$ cat config.mk
export PLATFORM = sky130hd
export DESIGN_NAME = ps2_rx_ctrl
export DESIGN_NICKNAME = d
export VERILOG_FILES = /design/src/rtl/ps2_rx_ctrl.sv
export SDC_FILE = /design/constraint.sdc
export NUM_CORES = 1
export LEC_CHECK = 0
export BUFFER_PORTS_ARGS = -buffer_cell sky130_fd_sc_hd__buf_4
export CORE_ASPECT_RATIO = 1.25
export CORE_MARGIN = 2
export CORE_UTILIZATION = 45
export CTS_BUF_LIST = sky130_fd_sc_hd__clkbuf_8 sky130_fd_sc_hd__clkbuf_16
export DETAILED_ROUTE_END_ITERATION = 12
export GPL_ROUTABILITY_DRIVEN = 1
export PLACE_DENSITY = 0.64
export SLEW_MARGIN = 10
export SYNTH_ARGS = -nofsm -noshare
export SYNTH_HDL_FRONTEND = slang
export SYNTH_SLANG_ARGS = --single-unit
$ cat constraint.sdc
create_clock -name clk -period 2.88 [get_ports clk]
set_input_delay 0.576 -clock clk [delete_from_list [all_inputs] [get_ports clk]]
set_output_delay 0.576 -clock clk [all_outputs]
set_load 0.02 [all_outputs]
$ cat src/rtl/ps2_rx_ctrl.sv
// PS/2 device-to-host receiver: synchronise and filter the PS/2 lines,
// deframe 11-bit frames, hold one byte for the consumer, flag errors.
module ps2_rx_ctrl #(
   parameter int FILTER_LEN = 8,
   parameter int TIMEOUT    = 100_000
) (
   input  logic       clk,
   input  logic       rst,
   input  logic       ps2_clk,
   input  logic       ps2_data,
   output logic [7:0] code,
   output logic       code_valid,
   input  logic       code_ack,
   output logic       parity_err,
   output logic       frame_err,
   output logic       overrun,
   output logic       busy
);

   localparam int FW = $clog2(FILTER_LEN + 1);
   localparam int TW = $clog2(TIMEOUT + 1);
   localparam logic [FW-1:0] FL_MAX = FW'(FILTER_LEN - 1);
   localparam logic [TW-1:0] TO_MAX = TW'(TIMEOUT - 1);

   typedef enum logic [1:0] {IDLE, DATA, PARITY, STOP} state_t;

   state_t        state, state_n;
   logic [1:0]    csync, dsync;
   logic          sclk, sdat;
   logic [FW-1:0] fcnt;
   logic          fclk, fclk_d, fall;
   logic [TW-1:0] tocnt;
   logic          to_hit;
   logic [2:0]    bcnt, bcnt_n;
   logic [7:0]    shreg, shreg_n;
   logic          par, par_n;
   logic          good, perr_n, ferr_n;
   logic          ack_eff;

   assign sclk    = csync[1];
   assign sdat    = dsync[1];
   assign fall    = fclk_d & ~fclk;
   assign to_hit  = (state != IDLE) && !fall && (tocnt == TO_MAX);
   assign ack_eff = code_ack & code_valid;
   assign busy    = (state != IDLE);

   // Filtered clock only follows after FILTER_LEN agreeing samples
   always_ff @(posedge clk or posedge rst) begin
      if (rst) begin
         csync  <= 2'b11;
         dsync  <= 2'b11;
         fcnt   <= '0;
         fclk   <= 1'b1;
         fclk_d <= 1'b1;
      end else begin
         csync  <= {csync[0], ps2_clk};
         dsync  <= {dsync[0], ps2_data};
         fclk_d <= fclk;
         if (sclk == fclk) begin
            fcnt <= '0;
         end else if (fcnt == FL_MAX) begin
            fclk <= sclk;
            fcnt <= '0;
         end else begin
            fcnt <= fcnt + 1'b1;
         end
      end
   end

   always_ff @(posedge clk or posedge rst) begin
      if (rst) begin
         state <= IDLE;
         bcnt  <= '0;
         shreg <= '0;
         par   <= 1'b0;
         tocnt <= '0;
      end else begin
         state <= state_n;
         bcnt  <= bcnt_n;
         shreg <= shreg_n;
         par   <= par_n;
         if (state == IDLE || fall)
            tocnt <= '0;
         else if (!to_hit)
            tocnt <= tocnt + 1'b1;
      end
   end

   always_comb begin
      state_n = state;
      bcnt_n  = bcnt;
      shreg_n = shreg;
      par_n   = par;
      good    = 1'b0;
      perr_n  = 1'b0;
      ferr_n  = 1'b0;
      if (fall) begin
         unique case (state)
            IDLE: begin
               if (!sdat) begin
                  state_n = DATA;
                  bcnt_n  = '0;
                  shreg_n = '0;
               end
            end
            DATA: begin
               shreg_n[bcnt] = sdat;
               bcnt_n = bcnt + 3'd1;
               if (bcnt == 3'd7)
                  state_n = PARITY;
            end
            PARITY: begin
               par_n   = sdat;
               state_n = STOP;
            end
            STOP: begin
               state_n = IDLE;
               // Stop-bit error masks any parity error
               if (!sdat)
                  ferr_n = 1'b1;
               else if (!(^{shreg, par}))
                  perr_n = 1'b1;
               else
                  good = 1'b1;
            end
            default: state_n = IDLE;
         endcase
      end else if (to_hit) begin
         state_n = IDLE;
         ferr_n  = 1'b1;
      end
   end

   always_ff @(posedge clk or posedge rst) begin
      if (rst) begin
         code       <= 8'h00;
         code_valid <= 1'b0;
         parity_err <= 1'b0;
         frame_err  <= 1'b0;
         overrun    <= 1'b0;
      end else begin
         parity_err <= perr_n;
         frame_err  <= ferr_n;
         overrun    <= good & code_valid & ~code_ack;
         if (good && (!code_valid || ack_eff)) begin
            code       <= shreg;
            code_valid <= 1'b1;
         end else if (ack_eff) begin
            code_valid <= 1'b0;
         end
      end
   end

endmodule

==> qor.csv <==
stage,metric,value,unit
run_status,status,"complete, no violations",
placement,io_buffers,17,
synthesis,yosysTopAreaCell,dfrtp_1,
synthesis,synthTopCellsByArea,"dfrtp_1, dfstp_2, ha_1, mux2_2, o21ai_0",
grt,grt_pass1_wl,7534,um
grt,grt_max_degree,30,
cts,cts_buffer_depth,2,
cts,cts_sinks,53,
final_layout,utilization,52.22,%
power,p_per_area,620.8,nW/um^2
cts,root_buffer,clkbuf_8,
timing,slew-limit-headroom,50.29,%
routing,post-route-drc-count,0,
timing,setup_tns,0,ns
timing,worstMarginPinSlew,0.7423,ns
synthesis,ys_warn_count,0,
cts,cts.repair.resized,0,
worst_setup_path,criticalPathCategory,flip-flop to flip-flop,
timing,drv_slew,0,
power,peakVddDrop,331.6,uV
cts,postCtsSetupBuffers,0,
floorplanning,num_rows,30,
synthesis,synth_top_family_by_area,simple AND/OR/NAND/NOR gates,
synthesis,ys_ff_latch,53,
timing,setup_violations,0,
routing,ant_nets,0,
floorplanning,dieArea,6224,um^2
synthesis,synth_compound_area_share,11.31,%
worst_setup_path,cp-end-kind,flip-flop,
timing,rsz0062_at_grt,no,
final_layout,seqCellArea,1334,um^2
routing,vias_per_cell,5.348,
cts,h-tree-depth,2,
synthesis,synth_cell_types,39,
synthesis,seq_area_frac_synth,52.88,%
synthesis,synth.avg_cell_area,11.01,um^2
final_layout,area_growth,11.90,%
synthesis,synth_nets,243,
floorplanning,initial_utilization,46.67,%
cts,cts_tree,done,
grt,grt_use_total,15.29,%
routing,drt-initial-drc-count,64,
synthesis,ys_async_sr_fraction,100.0,%
grt,overflow,0,
timing,final.min_clock_period,1.906,ns
worst_setup_path,critPathLaunchType,flip-flop,
routing,routed_wl,4354,um
synthesis,synth_common_cells,"dfrtp_1, o21ai_0, nand2_1, nor2_1, mux2_2",
worst_setup_path,crit_chain,xor2_1 -> xnor3_2 -> mux2i_4 -> mux2_2,
worst_hold_path,hp-class,input port to async pin,
final_layout,multi_input_area,1127,um^2
cts,clk_latency,0.31,ns
routing,num_vias,1658,
floorplanning,core,5405,um^2
cts,clk_pin_slew_worst_paths,0.10,ns
placement,gp_congestion,0.7893,
worst_setup_path,max_stage_delay,0.44,ns
grt,grt_pass1_vias,1637,
synthesis,synth_area,2522,um^2
flow_run,drv_cap,0,
power,leakage,1.276,nW
worst_setup_path,cpMaxStageDelayCell,xnor3_2,
synthesis,yosys.area_share.simple,16.82,%
synthesis,postSynthCellCount,229,
floorplanning,die_h,87.71,um
timing,fin_skew,0.01279,ns
timing,fmax,0.5247,GHz
final_layout,nets,259,
timing,min_period_over_period,66.18,%
final_layout,drive_gt1_share,19.92,%
synthesis,yosysTopAreaCellShare,46.63,%
routing,avgRoutedWirePerCell,14.05,um
timing,hold_viol,0,
placement,dp_hpwl,2972,um
floorplanning,ioPinCount,18,
cts,cts_made_buffers,5,
cts,cts_hold_buf,0,
synthesis,synthAdderAreaFrac,4.464,%
worst_setup_path,crit_required,3.07,ns
final_layout,fillers,496,
routing,drtPass1Iterations,4,
worst_setup_path,cp_max_fo,8,
synthesis,synth_edf_count,0,
synthesis,ys_dominant_reg_cell,dfrtp_1,
synthesis,synthXorXnorAreaFrac,6.746,%
worst_setup_path,regToRegStartpoint,shreg[2],
final_layout,antenna_cells,0,
worst_setup_path,cp-startpoint,shreg[2],
floorplanning,die_w,70.97,um
synthesis,synth_mux_area_share,5.357,%
grt,antenna_found_initial,0,
synthesis,synth_most_common_cell,dfrtp_1,
worst_setup_path,crit_arrival,2.10,ns
routing by layer:
layer	track usage, %	routed length [um]	up-vias	part of all wire, %
li1	-	-	850	-
met3	3.107	85	6	2.0
met4	6.175	75	0	1.7
met1	18.81	2068	787	47
met5	0	0	-	0
met2	26.42	2124	15	49
path summary, 6_finish.rpt:
| check | end | slack, ns | cells past startpoint |
|---|---|---|---|
| worst max-delay path | code[0] | 0.97 | 4 |
| worst min-delay path | tocnt[15] | 0.33 | 2 |
| worst max register to register | code[0] | 0.97 | 4 |
| worst min register to register | dsync[1] | 0.36 | 0 |
| max in group asynchronous | csync[0] | 1.93 | 3 |
| min in group clk | dsync[1] | 0.36 | 0 |
flip-flops by register name, indices dropped and copies added (netlist names):
signal      count
frame_err       1
fcnt            4
shreg           8
tocnt          17
fclk_d          1
par             1
fclk            1
parity_err      1
csync           2
bcnt            3
state           2
code_valid      1
overrun         1
code            8
dsync           2
area by class of cell:
type / instances / area share, %
clock buffers: 5 / 2.438
flip-flops and latches: 53 / 47.25
repair buffers: 18 / 5.231
well taps: 64 / 2.837
inverters: 7 / 0.9309
clock inverters: 3 / 1.374
multi-input cells: 160 / 39.94
placed cells by master (no fill, tap or decap), types with 4 or more instances in the layout:
master,Yosys,routed
nand2b_1,5,5
mux2_2,10,10
nand2_1,16,16
o21ai_0,20,20
xnor2_1,6,6
clkbuf_8,0,5
a21oi_1,7,7
and4_1,6,6
xor2_1,8,8
nor3_1,6,6
dfstp_2,6,6
nor2_1,16,16
ha_1,9,9
nand4_1,6,6
dfrtp_1,47,47
buf_4,0,17
a31oi_1,6,6
inv_1,7,7
or3_1,4,4
through the flow:
stage	cell area [um^2]	instances	worst slack, ns	hold WS (ns)	power [W]
detailed placement	2715	302	0.9516	0.3468	0.001271
finish	2823	310	0.9741	0.3259	0.001752
CTS	2823	310	0.9480	0.3321	0.001780
global route	2823	310	0.8386	0.3517	0.001863
floorplan	2522	229	1.028	0.3452	0.001179
global placement	2715	302	0.9974	0.3460	0.001266
critical path, delay by kind of cell, from the launching register on:
| family | cells | cell delay (ns) |
|---|---|---|
| mux | 2 | 0.77 |
| flops | 1 | 0.41 |
| xor+xnor | 2 | 0.61 |
where the power goes:
group          internal, W  leakage [nW]  switching, W
registers         0.000816         0.714     0.0000674
logic             0.000147         0.503      0.000223
clock network     0.000255        0.0593      0.000243
kinds of logic (layout without fill, tap and decap cells):
family,Yosys count,count (layout)
AO/OA/AOI/OAI,47,47
XOR/XNOR,16,16
adder cells (fa/ha/maj),9,9
buffers and inverters,16,33
flip-flops,53,53
multiplexers,11,11
AND/OR/NAND/NOR,77,77
No activity file was read; power rests on OpenSTA's default activity.
